[src/rtl/csa_stream_accumulator.sv]
// Streaming 128-bit accumulator built on an internal carry-select adder; sticky overflow and
// saturating beat count. Define SATURATE_EN to clamp the sum to all-ones once a group overflows.
module csa_stream_accumulator #(
  parameter int unsigned WIDTH = 128,
  parameter int unsigned CNT_W = 8
) (
  input  logic             iClk,
  input  logic             iRstN,
  input  logic             iClear,
  input  logic [WIDTH-1:0] iOperand,
  input  logic             iCarryIn,
  input  logic             iLast,
  input  logic             iValid,
  output logic             oReady,
  output logic [WIDTH-1:0] oResult,
  output logic             oOverflow,
  output logic [CNT_W-1:0] oCount,
  output logic             oValid,
  input  logic             iReady
);

  localparam int unsigned BlkW   = 8;
  localparam int unsigned NumBlk = WIDTH / BlkW;

  if (WIDTH != 128) begin : g_width_chk
    $error("csa_stream_accumulator supports WIDTH=128 only");
  end

  typedef enum logic [1:0] {StIdle, StAccum, StDone} state_e;

  state_e           state_q;
  logic [WIDTH-1:0] acc_q;
  logic             ovf_q;
  logic [CNT_W-1:0] cnt_q;
  logic             valid_q;

  logic [WIDTH-1:0]           add_a;
  logic [WIDTH-1:0]           add_sum;
  logic                       add_cout;
  logic [NumBlk-1:0][BlkW:0]  sum0;
  logic [NumBlk-1:0][BlkW:0]  sum1;
  logic                       beat;
  logic [CNT_W-1:0]           cnt_inc;

  // The first beat of a group starts from zero rather than the stale accumulator.
  assign add_a = (state_q == StIdle) ? '0 : acc_q;

  // Each block precomputes its sum for both possible carry-ins; the chain only selects.
  for (genvar g = 0; g < NumBlk; g++) begin : g_blk
    assign sum0[g] = {1'b0, add_a[g*BlkW +: BlkW]} + {1'b0, iOperand[g*BlkW +: BlkW]};
    assign sum1[g] = {1'b0, add_a[g*BlkW +: BlkW]} + {1'b0, iOperand[g*BlkW +: BlkW]}
                     + (BlkW+1)'(1);
  end

  always_comb begin
    logic c;
    c       = iCarryIn;
    add_sum = '0;
    for (int i = 0; i < NumBlk; i++) begin
      add_sum[i*BlkW +: BlkW] = c ? sum1[i][BlkW-1:0] : sum0[i][BlkW-1:0];
      c = c ? sum1[i][BlkW] : sum0[i][BlkW];
    end
    add_cout = c;
  end

  assign beat    = iValid & oReady;
  assign cnt_inc = (cnt_q == {CNT_W{1'b1}}) ? cnt_q : cnt_q + CNT_W'(1);

  always_ff @(posedge iClk or negedge iRstN) begin
    if (!iRstN) begin
      state_q <= StIdle;
      acc_q   <= '0;
      ovf_q   <= 1'b0;
      cnt_q   <= '0;
      valid_q <= 1'b0;
    end else if (iClear) begin
      state_q <= StIdle;
      acc_q   <= '0;
      ovf_q   <= 1'b0;
      cnt_q   <= '0;
      valid_q <= 1'b0;
    end else begin
      unique case (state_q)
        StIdle: begin
          if (beat) begin
            acc_q <= add_sum;
            cnt_q <= CNT_W'(1);
            ovf_q <= 1'b0;
            if (iLast) begin
              state_q <= StDone;
              valid_q <= 1'b1;
            end else begin
              state_q <= StAccum;
            end
          end
        end
        StAccum: begin
          if (beat) begin
`ifdef SATURATE_EN
            acc_q <= (ovf_q | add_cout) ? {WIDTH{1'b1}} : add_sum;
`else
            acc_q <= add_sum;
`endif
            ovf_q <= ovf_q | add_cout;
            cnt_q <= cnt_inc;
            if (iLast) begin
              state_q <= StDone;
              valid_q <= 1'b1;
            end
          end
        end
        StDone: begin
          if (iReady) begin
            state_q <= StIdle;
            valid_q <= 1'b0;
          end
        end
        default: begin
          state_q <= StIdle;
          valid_q <= 1'b0;
        end
      endcase
    end
  end

  assign oReady    = (state_q != StDone);
  assign oResult   = acc_q;
  assign oOverflow = ovf_q;
  assign oCount    = cnt_q;
  assign oValid    = valid_q;

endmodule

[config.mk]
export PLATFORM = sky130hd
export DESIGN_NAME = csa_stream_accumulator
export DESIGN_NICKNAME = d
export VERILOG_FILES = /design/src/rtl/csa_stream_accumulator.sv
export SDC_FILE = /design/constraint.sdc
export NUM_CORES = 1
export LEC_CHECK = 0
export ABC_CLOCK_PERIOD_IN_PS = 9620
export BUFFER_PORTS_ARGS = -buffer_cell sky130_fd_sc_hd__buf_2
export CORE_MARGIN = 2
export CORE_UTILIZATION = 57
export DETAILED_ROUTE_END_ITERATION = 10
export PLACE_DENSITY = 0.8
export SYNTH_ARGS = -nofsm -noshare
export SYNTH_HDL_FRONTEND = slang
export SYNTH_SLANG_ARGS = --single-unit
[constraint.sdc]
create_clock -name iClk -period 9.62 [get_ports iClk]
set_clock_uncertainty 0.05 [all_clocks]
set_input_delay 0.962 -clock iClk [delete_from_list [all_inputs] [get_ports iClk]]
set_output_delay 0.962 -clock iClk [all_outputs]
set_load 0.01 [all_outputs]
==> reports/results.md <==
Outcome
• **result of the run** finished clean

Synthesis
• **most frequently used flop master after synthesis** dfrtp_1
• **Simple-Gate Fraction of Synth Area** 22.1%
• **Compound-Gate Fraction of Synth Area** 17.2%
• **cell area after technology mapping** 13400 µm²
• **Async SR Flop Fraction** 100%
• **mean cell area of the mapped netlist** 8.29 µm²
• **sequential element share of the synthesized area** 26.2%
• **count of flip-flops with a built-in enable after synthesis** 0
• **biggest area contributors in the synthesized netlist** dfrtp_1, ha_1, xnor2_1
• **number of nets in the synthesized netlist** 1909
• **register bit count reported by yosys** 140
• **XOR/XNOR Fraction of Synth Area** 13.3%
• **leading area contributor after synthesis** dfrtp_1
• **synthesized instance count** 1613
• **share of Yosys cell area claimed by the top area cell type** 26.2%
• **Synth Warn #** 0
• **share of cell area taken by muxes after synthesis** 1.84%
• **post-synthesis share of cell area spent on full adders, half adders and majority gates** 16.0%
• **combinational family with the most area after synthesis** simple AND/OR/NAND/NOR gates
• **number of distinct library cells after synthesis** 70

Die
• **die extent in x** 157 µm
• **Core Region** 23300 µm²
• **y dimension of the die** 157 µm
• **I/O pin count** 274
• **floorplan row count** 56
• **die area** 24700 µm²
• **initial standard-cell utilization of the core** 57.5%

Global routing
• **routing usage on met3** 5.56%
• **total grt overflow** 0
• **wire length of the first global-routing pass** 55400 µm
• **vias in the first global route** 11900
• **antenna violations before repair** 3
• **GR Util met1** 34.8%
• **largest net degree at the start of global routing** 111
• **met2 Use GR** 46.1%
• **GRT Max-Usage Layer** met2
• **total track usage** 27.4%

Drt
• **iteration-0 DRC count of the detailed router** 653
• **via count normalized by instance count** 5.55
• **detail-routed net length per standard cell** 15.3 µm
• **post-detailed-routing wire length** 33600 µm
• **Post-DRT Antenna Nets** 0
• **DR vias** 12200
• **first-pass iteration count of the detailed router** 5
• **DRC violations left** 0

Layout
• **# nets final** 2162
• **Layout Area Growth over Synthesis** 16.6%
• **Final Util** 67.0%
• **share of post-route cells with drive strength above 1** 17.8%
• **Antenna Cells** 0
• **count of fill cells added during filler insertion** 1989

Hold path
• **cell depth of the worst min-delay path** 2
• **Hold Crit Endpoint** oResult[43]
• **min-delay src** oResult[43]
• **HP Class** reg2reg

Clock network
• **post-CTS setup buffer count** 0
• **Post-CTS Hold Fix Bufs** 0
• **number of buffers created by CTS** 17
• **level count of the clock H-tree** 4
• **post-cts sizing count** 0
• **clock net sink count** 140
• **clock buffer depth** 2
• **root buffer cell** clkbuf_16
• **Clock Pin Slew Worst Setup and Hold Paths** 0.07 ns
• **TritonCTS clock tree** yes
• **latest clock arrival within the worst-skew pair** 0.43 ns

STA
• **max-slew violations** 0
• **period utilisation layout** 86.9%
• **Worst Slack Setup Final** 1.26 ns
• **Worst Hold Slack** 0.441 ns
• **final worst path period need** 8.36 ns
• **post-route setup TNS** 0 ns
• **Max Clock Freq** 120 MHz
• **actual transition at the worst max-transition pin** 1.19 ns
• **RSZ-0062 raised after global routing** no
• **final number of hold-violating endpoints** 0
• **relative slew slack** 20.6%
• **final setup violation count** 0

Setup path
• **Data required, critical path** 9.91 ns
• **Crit path largest cell delay** 0.60 ns
• **end of the worst register-to-register path** oResult[122]
• **number of buffers and inverters on the critical path** 1
• **Top Family by Delay on Critical Path** multiplexers
• **signal arrival time at the worst endpoint** 8.65 ns
• **Setup crit end kind** flip-flop
• **category of the worst setup path launch point** flip-flop
• **reg-to-reg critical path startpoint** state_q[1]
• **maximum fanout encountered on the critical timing path** 73
• **FF-to-FF path depth** 25
• **kind of critical path** reg2reg
• **slack of the worst reg-to-reg path** 1.26 ns
• **cell repeated most along the worst path** mux2i_1
• **Slowest cell on crit path** or2_4

Place
• **Port Buf Inserts** 273
• **post-detail-place hpwl** 25100 µm
• **worst slack at placement** 1.34 ns
• **Final GP Congestion** 0.910

Power
• **peak supply drop** 0.0934 mV
• **leakage power** 0.00768 µW
• **power per standard cell area** 123 nW/µm²
• **total power draw** 1920 µW

Job
• **Max-cap violations** 0

[cell families after synthesis]
logic type                 Yosys count
adders and majority gates          161
DFF                                140
and+or+nand+nor                    600
xor gates and xnor gates           200
buffers and inverters              117
muxes                               24
AOI/OAI and AO/OA                  371
[power by group]
part	leakage, µW	total (µW)	switching, µW	internal (µW)
combinational	0.00552	579	337	243
sequential	0.00187	680	41.6	638
clock	0.000284	656	310	346
[worst min-delay path, stage by stage (launching register included)]
cell	delay, ns
dfrtp_1	0.35
nand2_1	0.05
o21ai_0	0.06
[per-stage QoR]
| stage | std cells | area [µm²] |
|---|---|---|
| 2_1_floorplan | 1613 | 13400 |
| 3_3_place_gp | 2166 | 15000 |
| 3_5_place_dp | 2166 | 15000 |
| 4_1_cts | 2198 | 15600 |
| 5_1_grt | 2198 | 15600 |
| 6_report | 2198 | 15600 |
[cell usage after synthesis, types with 9 or more instances]
cell and n:
a211oi_1 9, a21o_1 22, a21oi_1 93, a22o_1 17, and2_1 138, clkbuf_1 43
dfrtp_1 140, fa_1 16, ha_1 145, inv_1 72, mux2i_1 22, nand2_1 193
nand2b_1 11, nand3_1 38, nand4_1 9, nor2_1 124, nor2b_1 10, nor3_1 22
o21a_1 13, o21ai_0 128, o21bai_1 39, xnor2_1 125, xor2_1 73
[layout by cell type, fill, tap and decap left out, types with 17 or more instances in the layout]
| cell type | instances |
|---|---|
| mux2i_1 | 22 |
| dfrtp_1 | 140 |
| and2_1 | 138 |
| xor2_1 | 73 |
| a21o_1 | 22 |
| nand3_1 | 38 |
| nor3_1 | 22 |
| a22o_1 | 17 |
| inv_1 | 72 |
| nor2_1 | 123 |
| o21bai_1 | 39 |
| clkbuf_16 | 17 |
| ha_1 | 145 |
| buf_2 | 272 |
| xnor2_1 | 125 |
| o21ai_0 | 128 |
| nand2_1 | 192 |
| a21oi_1 | 93 |
[layer usage]
metal	part of all wire [%]	wire (µm)	vias up
li1	-	-	6089
met1	44	14800	5734
met2	47	15800	308
met3	5.7	1930	65
met4	2.9	972	4
met5	0.080	27	-
[state kept, by name, summed over array words and instances, names as in the netlist]
signal,cells
oCount,8
oOverflow,1
oResult,128
oValid,1
state_q,2
[area by class of cell]
class	instances	area (µm²)	area share, %
Clock buffer	17	425	2.73
Multi-Input combinational cell	1356	9440	60.6
Timing Repair Buffer	278	1410	9.04
Inverter	73	274	1.76
Sequential cell	140	3500	22.5
Clock inverter	15	140	0.899
Tap cell	319	399	2.56
[how the worst max path moves through the flow]
stage / start / endpoint / depth (start not counted)
finish: state_q[1] / oResult[122] / 25
global route: state_q[1] / oResult[126] / 24
CTS: state_q[1] / oResult[122] / 25
detailed placement: state_q[1] / oResult[122] / 25
global placement: state_q[1] / oResult[122] / 25
floorplan: state_q[0] / oResult[126] / 27
Power figures use the tool's default switching activity.
